File: src/rtl/conv_sched.sv
// conv_sched: top-level sequencer for the layer0 3x3 conv engine and the 2x2 max-pool stage.
// Starts layer0, releases it one row pair at a time with pool-FIFO back-pressure, and owns
// the single result-memory write port (conv results win, pool results queue in a small FIFO).
// Optional build macro RELU_EN: when defined, negative conv results are written as zero.
//
// state     | meaning
// ----------+--------------------------------------------------------------
// S_IDLE    | waiting for i_start, o_busy low
// S_START   | one-cycle o_l0_ready pulse to layer0
// S_WAIT    | waiting for layer0 to report busy
// S_RUN     | layer0 producing the current row pair
// S_PAUSE   | row pair done; hold layer0 until the pool FIFO has room
// S_DRAIN   | last row pair done; waiting for all pool results to be written
// S_DONE    | one-cycle o_done pulse
module conv_sched #(
  parameter int IMG_W      = 64,
  parameter int IMG_H      = 64,
  parameter int DW         = 19,
  parameter int FIFO_DEPTH = 4
) (
  input  logic          clk,
  input  logic          reset,
  input  logic          i_start,
  output logic          o_busy,
  output logic          o_done,
  output logic          o_l0_ready,
  output logic          o_l0_go_down,
  input  logic          i_l0_busy,
  input  logic          i_l0_valid,
  input  logic [DW-1:0] i_l0_data,
  input  logic          i_pool_valid,
  input  logic [DW-1:0] i_pool_data,
  output logic          o_pool_ready,
  output logic          o_csel,
  output logic          o_cwr,
  output logic [11:0]   o_caddr,
  output logic [DW-1:0] o_cdata
);

  // pair_cnt must reach 2*IMG_W itself, so it needs one bit more than the index range
  localparam int PAIR_W = $clog2(2*IMG_W + 1);
  localparam int ROWP_W = (IMG_H/2 > 1) ? $clog2(IMG_H/2) : 1;
  localparam int POOL_N = (IMG_W/2) * (IMG_H/2);
  localparam int POOL_W = $clog2(POOL_N + 1);
  localparam int AW     = $clog2(FIFO_DEPTH);

  localparam logic [PAIR_W-1:0] PAIR_LEN  = PAIR_W'(2*IMG_W);
  localparam logic [ROWP_W-1:0] LAST_ROWP = ROWP_W'(IMG_H/2 - 1);
  localparam logic [POOL_W-1:0] POOL_LAST = POOL_W'(POOL_N);
  localparam logic [AW:0]       FIFO_FULL = (AW+1)'(FIFO_DEPTH);
  localparam logic [AW:0]       GO_LEVEL  = (AW+1)'(FIFO_DEPTH - 2);

  typedef enum logic [2:0] {
    S_IDLE, S_START, S_WAIT, S_RUN, S_PAUSE, S_DRAIN, S_DONE
  } state_t;

  state_t state_q, state_d;

  logic [11:0]       conv_cnt_q;
  logic [PAIR_W-1:0] pair_cnt_q;
  logic [ROWP_W-1:0] rowp_cnt_q;
  logic [POOL_W-1:0] pool_cnt_q;

  logic [DW-1:0] fifo_mem [FIFO_DEPTH];
  logic [AW-1:0] wr_ptr_q, rd_ptr_q;
  logic [AW:0]   fifo_cnt_q;

  logic          cwr_q, csel_q;
  logic [11:0]   caddr_q;
  logic [DW-1:0] cdata_q;

  logic          img_clr, pair_clr, rowp_inc, go_down;
  logic          conv_acc, pool_push, pool_pop, pool_wr;
  logic [DW-1:0] conv_wdata;

  // write-port arbitration: a conv result always takes the port; the FIFO head only moves
  // on conv-free cycles, and heads beyond the image's pool count are discarded
  always_comb begin
    conv_acc  = i_l0_valid && (state_q != S_IDLE);
    pool_pop  = !conv_acc && (fifo_cnt_q != '0);
    pool_wr   = pool_pop && (pool_cnt_q != POOL_LAST);
    pool_push = i_pool_valid && o_pool_ready;
  end

  // conv data as written to memory
  always_comb begin
`ifdef RELU_EN
    conv_wdata = i_l0_data[DW-1] ? '0 : i_l0_data;
`else
    conv_wdata = i_l0_data;
`endif
  end

  // state register
  always_ff @(posedge clk or posedge reset) begin
    if (reset) state_q <= S_IDLE;
    else       state_q <= state_d;
  end

  // next-state and sequencing controls
  always_comb begin
    state_d  = state_q;
    img_clr  = 1'b0;
    pair_clr = 1'b0;
    rowp_inc = 1'b0;
    go_down  = 1'b0;
    case (state_q)
      S_IDLE: begin
        if (i_start) begin
          img_clr = 1'b1;
          state_d = S_START;
        end
      end
      S_START: state_d = S_WAIT;
      S_WAIT:  if (i_l0_busy) state_d = S_RUN;
      S_RUN: begin
        if ((pair_cnt_q == PAIR_LEN) && !i_l0_busy) begin
          pair_clr = 1'b1;
          rowp_inc = 1'b1;
          state_d  = (rowp_cnt_q == LAST_ROWP) ? S_DRAIN : S_PAUSE;
        end
      end
      S_PAUSE: begin
        if (fifo_cnt_q <= GO_LEVEL) begin
          go_down = 1'b1;
          state_d = S_WAIT;
        end
      end
      S_DRAIN: begin
        if ((pool_cnt_q == POOL_LAST) && (fifo_cnt_q == '0) && !cwr_q) state_d = S_DONE;
      end
      S_DONE:  state_d = S_IDLE;
      default: state_d = S_IDLE;
    endcase
  end

  // image counters
  always_ff @(posedge clk or posedge reset) begin
    if (reset) begin
      conv_cnt_q <= '0;
      pair_cnt_q <= '0;
      rowp_cnt_q <= '0;
      pool_cnt_q <= '0;
    end else if (img_clr) begin
      conv_cnt_q <= '0;
      pair_cnt_q <= '0;
      rowp_cnt_q <= '0;
      pool_cnt_q <= '0;
    end else begin
      if (conv_acc) conv_cnt_q <= conv_cnt_q + 1'b1;
      if (pair_clr) pair_cnt_q <= '0;
      else if (conv_acc && (pair_cnt_q != PAIR_LEN)) pair_cnt_q <= pair_cnt_q + 1'b1;
      if (rowp_inc) rowp_cnt_q <= rowp_cnt_q + 1'b1;
      if (pool_wr)  pool_cnt_q <= pool_cnt_q + 1'b1;
    end
  end

  // pool FIFO storage (contents need no reset; occupancy gates every read)
  always_ff @(posedge clk) begin
    if (pool_push) fifo_mem[wr_ptr_q] <= i_pool_data;
  end

  // pool FIFO pointers and occupancy
  always_ff @(posedge clk or posedge reset) begin
    if (reset) begin
      wr_ptr_q   <= '0;
      rd_ptr_q   <= '0;
      fifo_cnt_q <= '0;
    end else begin
      if (pool_push) wr_ptr_q <= wr_ptr_q + 1'b1;
      if (pool_pop)  rd_ptr_q <= rd_ptr_q + 1'b1;
      case ({pool_push, pool_pop})
        2'b10:   fifo_cnt_q <= fifo_cnt_q + 1'b1;
        2'b01:   fifo_cnt_q <= fifo_cnt_q - 1'b1;
        default: fifo_cnt_q <= fifo_cnt_q;
      endcase
    end
  end

  // registered result-memory write port
  always_ff @(posedge clk or posedge reset) begin
    if (reset) begin
      cwr_q   <= 1'b0;
      csel_q  <= 1'b0;
      caddr_q <= '0;
      cdata_q <= '0;
    end else begin
      cwr_q <= conv_acc || pool_wr;
      if (conv_acc) begin
        csel_q  <= 1'b0;
        caddr_q <= conv_cnt_q;
        cdata_q <= conv_wdata;
      end else if (pool_wr) begin
        csel_q  <= 1'b1;
        caddr_q <= 12'(pool_cnt_q);
        cdata_q <= fifo_mem[rd_ptr_q];
      end else begin
        csel_q  <= 1'b0;
      end
    end
  end

  assign o_busy       = (state_q != S_IDLE);
  assign o_done       = (state_q == S_DONE);
  assign o_l0_ready   = (state_q == S_START);
  assign o_l0_go_down = go_down;
  // pool sink is only serviced while an image is in flight
  assign o_pool_ready = (state_q != S_IDLE) && (fifo_cnt_q != FIFO_FULL);
  assign o_cwr        = cwr_q;
  assign o_csel       = csel_q;
  assign o_caddr      = caddr_q;
  assign o_cdata      = cdata_q;

endmodule

File: config.mk
export PLATFORM = sky130hd
export DESIGN_NAME = conv_sched
export DESIGN_NICKNAME = d
export VERILOG_FILES = /design/src/rtl/conv_sched.sv
export SDC_FILE = /design/constraint.sdc
export NUM_CORES = 1
export LEC_CHECK = 0
export ABC_CLOCK_PERIOD_IN_PS = 5500
export BUFFER_PORTS_ARGS = -buffer_cell sky130_fd_sc_hd__buf_2
export CAP_MARGIN = 20
export CORE_MARGIN = 2
export CORE_UTILIZATION = 60
export CTS_BUF_LIST = sky130_fd_sc_hd__clkbuf_4
export DETAILED_ROUTE_END_ITERATION = 10
export HOLD_SLACK_MARGIN = 0.12
export PLACE_DENSITY_LB_ADDON = 0.3
export SLEW_MARGIN = 10
export SYNTH_ARGS = -nofsm -noshare
export SYNTH_HDL_FRONTEND = slang
export SYNTH_SLANG_ARGS = --single-unit
File: constraint.sdc
create_clock -name clk -period 5.5 [get_ports clk]
set_input_delay 0.825 -clock clk [delete_from_list [all_inputs] [get_ports clk]]
set_output_delay 0.825 -clock clk [all_outputs]
set_load 0.03 [all_outputs]
* Yosys cells after proc, flatten, opt, wreduce, memory -nomap -nowiden *
Memories as Yosys holds them, arrays and structs flattened.
Cells that the tools add are included.
W data, S select, Z words.

word-level totals
  bits in registers = 79
  RAM bits = 76
  input port bits = 44
  output and inout port bits = 38
  word-level logic and storage cells = 96
  memories = 1

cells by class
  add/sub/neg operators = 8
  order comparisons = 1
  eq/ne operators = 19
  multiplexer cells = 31
  reductions and logical operators = 24

memories
  name      words  width  rd ports  clocked after Yosys merged registers in  write ports  RTL line  source
  fifo_mem  4      19     1         0                                        1            64        logic [DW-1:0] fifo_mem [FIFO_DEPTH];

operators by type and width
  operator                 count
  $mux W12                 4
  $mux W19                 2
  $mux W8                  3
  $mux W11                 2
  $pmux W3 S6              1
  $mux W3                  5
  $add A12 B1 Y12 const B  1
  $add A11 B1 Y11 const B  1
  $eq A11 B11 Y1 const B   1
  $mux W1                  11
  $ne A11 B11 Y1 const B   1
  $mux W5                  2
  $ne A2 B2 Y1 const B     5
  $reduce_bool A2 Y1       5
  $eq A3 B3 Y1 const B     3
  $logic_and A1 B1 Y1      9
  $reduce_bool A3 Y1       3
  $add A8 B1 Y8 const B    1
  $eq A8 B8 Y1 const B     1
  $ne A8 B8 Y1 const B     1
  $eq A3 B2 Y1 const B     2
  $logic_not A3 Y1         2
  $pmux W3 S2              1
  $add A5 B1 Y5 const B    1
  12 further kinds         15

* Depth between registers and ports, before layout *
  depth in word-level cells = 7
  mapped depth = 13
  depth with buffers taken out = 10

* Worst setup path before layout *
OpenSTA, ideal clock, no wires.

  kind = register to register
  from = register state_q[2]
  to = register fifo_cnt_q[2]
  setup time = 79 ps
  arrival time = 2554 ps
  required time = 5421 ps
  setup slack = 2866 ps
  cell stages (with the launch flop) = 11
  buffers on the path = 0
  clock period less this slack = 2634 ps
  cells stage by stage = dfrtp_1 > or3_1 > a21boi_1 > and2_1 > inv_1 > ha_1 > inv_1 > fa_1 > xor2_1 > nor2_1 > xor2_1

between the ends
  elaborated cells between the ends (all ways) = 10
  classes of those cells = eq/ne (2); mux (1); reduce/logical (7)

RTL lines
  what                                               RTL line  source
  from (decl)                                        57        state_t state_q, state_d;
  from (signal assigned)                             97        else state_q <= state_d;
  $reduce_bool A3 Y1 (*)                             -
  via o_busy                                         24        output logic o_busy,
  $logic_and A1 B1 Y1 (*)                            208       assign o_pool_ready = (state_q != S_IDLE) && (fifo_cnt_q != FIFO_FULL);
  via o_pool_ready                                   33        output logic o_pool_ready,
  $logic_and A1 B1 Y1 (*)                            82        pool_push = i_pool_valid && o_pool_ready;
  $eq A2 B1 Y1 or $eq A2 B2 Y1 (tied branches)       172       case ({pool_push, pool_pop})
  $pmux W3 S2 or $reduce_bool A2 Y1 (tied branches)  -
  to (signal assigned)                               173       2'b10: fifo_cnt_q <= fifo_cnt_q + 1'b1;
  to (signal assigned)                               174       2'b01: fifo_cnt_q <= fifo_cnt_q - 1'b1;
  to (signal assigned)                               175       default: fifo_cnt_q <= fifo_cnt_q;
  to (decl)                                          66        logic [AW:0] fifo_cnt_q;

The timed path passes the listed nets; every way through them passes the cells marked *.
A chain may end at the register's enable or synchronous reset.

* Worst setup path after layout *
  from = register state_q[2]
  to = output o_l0_go_down

between the ends
  longest elaborated chain between the ends = 2

ends and longest elaborated chain
  what          RTL line  source
  $eq A3 B3 Y1  107       case (state_q)
  $mux W1       107
  to (decl)     27        output logic o_l0_go_down,

No other way between the ends.

==> results.json <==
{
  "status": "finished, final reports clean",
  "path_class": "flop to primary output",
  "wl_met1_um": 5770,
  "numCtsBuffers": 17,
  "crit_fanout": 16,
  "ys.flop_type": "dfrtp_1",
  "p_total_mw": 4.00,
  "place_hpwl_um": 8920,
  "antenna_found_initial": 1,
  "p_comb_share_pct": 37.4,
  "startpoint_type": "flop",
  "clk_latency_ps": 570,
  "grt_max_degree": 80,
  "path_clk_slew_ps": 140,
  "rows": 39,
  "crit_buf_inv": 1,
  "grt_pass1_vias": 4484,
  "multi_input_area_um2": 2410,
  "rr_endpoint": "o_cdata[17]",
  "cts-root-buf": "clkbuf_4",
  "postCtsSetupRepairBufs": 0,
  "syn_area_per_cell_um2": 12.8,
  "period_minus_slack_ps": 3070,
  "worst_slack_ps": 2430,
  "yosys.area.top_type": "edfxtp_1",
  "drv_slew": 0,
  "sw_frac_of_total_pct": 39.5,
  "post-route-util_pct": 68.3,
  "track_usage_pct": 23.7,
  "worst_clock_skew_ps": 11.5,
  "drc": 0,
  "finalHoldViolCount": 0,
  "grt_pass1_wl_um": 22500,
  "io_buffer_count": 81,
  "synth_cell_types": 57,
  "synth.cell_area_um2": 6870,
  "ys_ff_latch": 155,
  "post-place-ws_ps": 2470,
  "n_fill_cell": 819,
  "reg2reg_from": "state_q[2]",
  "wl_met2_um": 6870,
  "die_x_um": 111,
  "p_int_mw": 2.42,
  "rsz0062_at_grt": "no",
  "setup_violations": 0,
  "required_ps": 4680,
  "grt-ovfl-total": 0,
  "maxSlewHeadroom_pct": 29.9,
  "core_area_um2": 11300,
  "yosysSeqAreaShare_pct": 62.0,
  "post_cts_resized": 0,
  "cts.path.max_buffers": 2,
  "ys_top_cells_by_area": "edfxtp_1, dfrtp_1, mux4_2",
  "routedWlPerCell_um": 17.7,
  "cp_cell_sequence": "or3b_2, a211oi_1, buf_2",
  "drt_iter0_drc": 372,
  "async_flop_share_pct": 51.0,
  "tightest_slew_ps": 1050,
  "tns_ps": 0,
  "place_congestion": 0.818,
  "synth_common_cells": "dfrtp_1, edfxtp_1, nand2_1, nor2_1, nand3_1",
  "synth_top_area_share_pct": 33.2,
  "syn2layout_area_growth_pct": 12.6,
  "max_freq_mhz": 326,
  "final_antenna_net_count": 0,
  "highest_layer": "met4",
  "dr_wl_met3_um": 742,
  "p_seq_share_pct": 44.0,
  "r2r_slack_ps": 2650,
  "slowest_stage": "dfrtp_1",
  "p_leak_nw": 3.19,
  "ff_latch_area_um2": 4260,
  "die-area_um2": 12300,
  "synthCells": 537,
  "yosys_warnings": 0,
  "timing.final.crit_share_pct": 55.8,
  "vias_per_cell": 5.83,
  "max_stage_delay_ps": 660,
  "synth_most_common_cell": "dfrtp_1",
  "first_pass_iters": 6,
  "vdd_drop_max_mv": 0.416,
  "cp_top_family": "flip-flops",
  "ctsHoldBuffers": 0,
  "cp-end-kind": "primary output",
  "h-tree-depth": 4,
  "syn_nets": 594,
  "reg2reg_depth": 6,
  "synth-edff-count": 76,
  "clockPowerShare_pct": 18.6,
  "ios": 82,
  "p_per_area_nw_per_um2": 517,
  "clock_sinks": 155,
  "start_util_pct": 60.7,
  "cts_tree": "done",
  "via_count": 4503,
  "min_path_type": "input pin to async pin",
  "totalWireLength_um": 13700,
  "drive_above_1_share_pct": 24.4,
  "max-cap-violations": 0,
  "layout.nets": 672,
  "die_h_um": 111,
  "cp.arrival_ps": 2250,
  "switchingPower_mw": 1.58
}
layout make-up:
type	count	area share [%]
Sequential cell	155	55.0
Multi-Input combinational cell	334	31.1
Timing Repair Buffer	90	6.63
Clock inverter	15	2.38
Tap cell	143	2.31
Clock buffer	17	1.65
Inverter	17	0.825
Antenna cell	1	0.0323
registers in the layout, summed over array words and instances, names as in the netlist:
register / cells
wr_ptr_q: 2
pair_cnt_q: 8
fifo_cnt_q: 3
o_csel: 1
fifo_mem: 76
rd_ptr_q: 2
o_cdata: 19
rowp_cnt_q: 5
conv_cnt_q: 12
o_cwr: 1
o_caddr: 12
pool_cnt_q: 11
state_q: 3
power groups by stage:
stage / clock network [mW] / registers (mW) / logic, mW
after floorplan: 0 / 1.90 / 0.977
after global placement: 0 / 1.77 / 1.47
after detailed placement: 0 / 1.79 / 1.50
after CTS: 0.760 / 1.76 / 1.50
after global routing: 0.813 / 1.80 / 1.64
final: 0.744 / 1.76 / 1.49
kinds of logic after synthesis:
family | synth area share, %
and+or+nand+nor | 13.9
DFF | 62.0
AOI/OAI and AO/OA | 8.28
buffers and inverters | 3.13
xor gates and xnor gates | 3.44
muxes | 6.83
adders and majority gates | 2.48
cells in the final DEF, fill, tap and decap left out, drive strengths merged, types with 6 or more instances in the layout:
cell type,n
nand2,58
a31oi,7
buf,90
xor2,10
dfrtp,79
edfxtp,76
a21oi,17
and3,10
nor2,40
clkbuf,17
ha,12
nand3,37
xnor2,17
mux4,19
o21ai,19
nor4b,6
o211ai,20
inv,24
worst reg2reg max path, cell delays in order, from the launching register on:
cell and delay (ps):
dfrtp_1 570, o31ai_4 290, buf_4 420, nand2_2 280
nor2_1 740, buf_4 320, o211ai_1 130
metrics by stage:
| stage | cells | hold slack (ps) | instance area, um2 |
|---|---|---|---|
| CTS | 769 | 426 | 7680 |
| finish | 772 | 225 | 7740 |
| floorplan | 537 | 463 | 6870 |
| detailed placement | 737 | 494 | 7370 |
| global placement | 737 | 492 | 7370 |
| global route | 772 | 206 | 7740 |
routing by layer:
metal | vias to the layer above | track usage [%]
met1 | 2205 | 31.1
met2 | 131 | 38.0
met3 | 20 | 6.07
met4 | 0 | 10.1
li1 | 2147 | -
met5 | - | 0
worst max path at each step:
stage / from / to / slack (ps) / cells past startpoint
after floorplan: reset / conv_cnt_q[0] / 2650 / 1
after global placement: i_l0_valid / o_cdata[18] / 2560 / 7
after detailed placement: i_l0_valid / o_cdata[10] / 2470 / 7
after CTS: state_q[2] / o_l0_go_down / 2380 / 3
after global routing: state_q[2] / o_l0_go_down / 2310 / 3
final: state_q[2] / o_l0_go_down / 2430 / 3
Note: power is estimated with default switching activity, not from simulation.
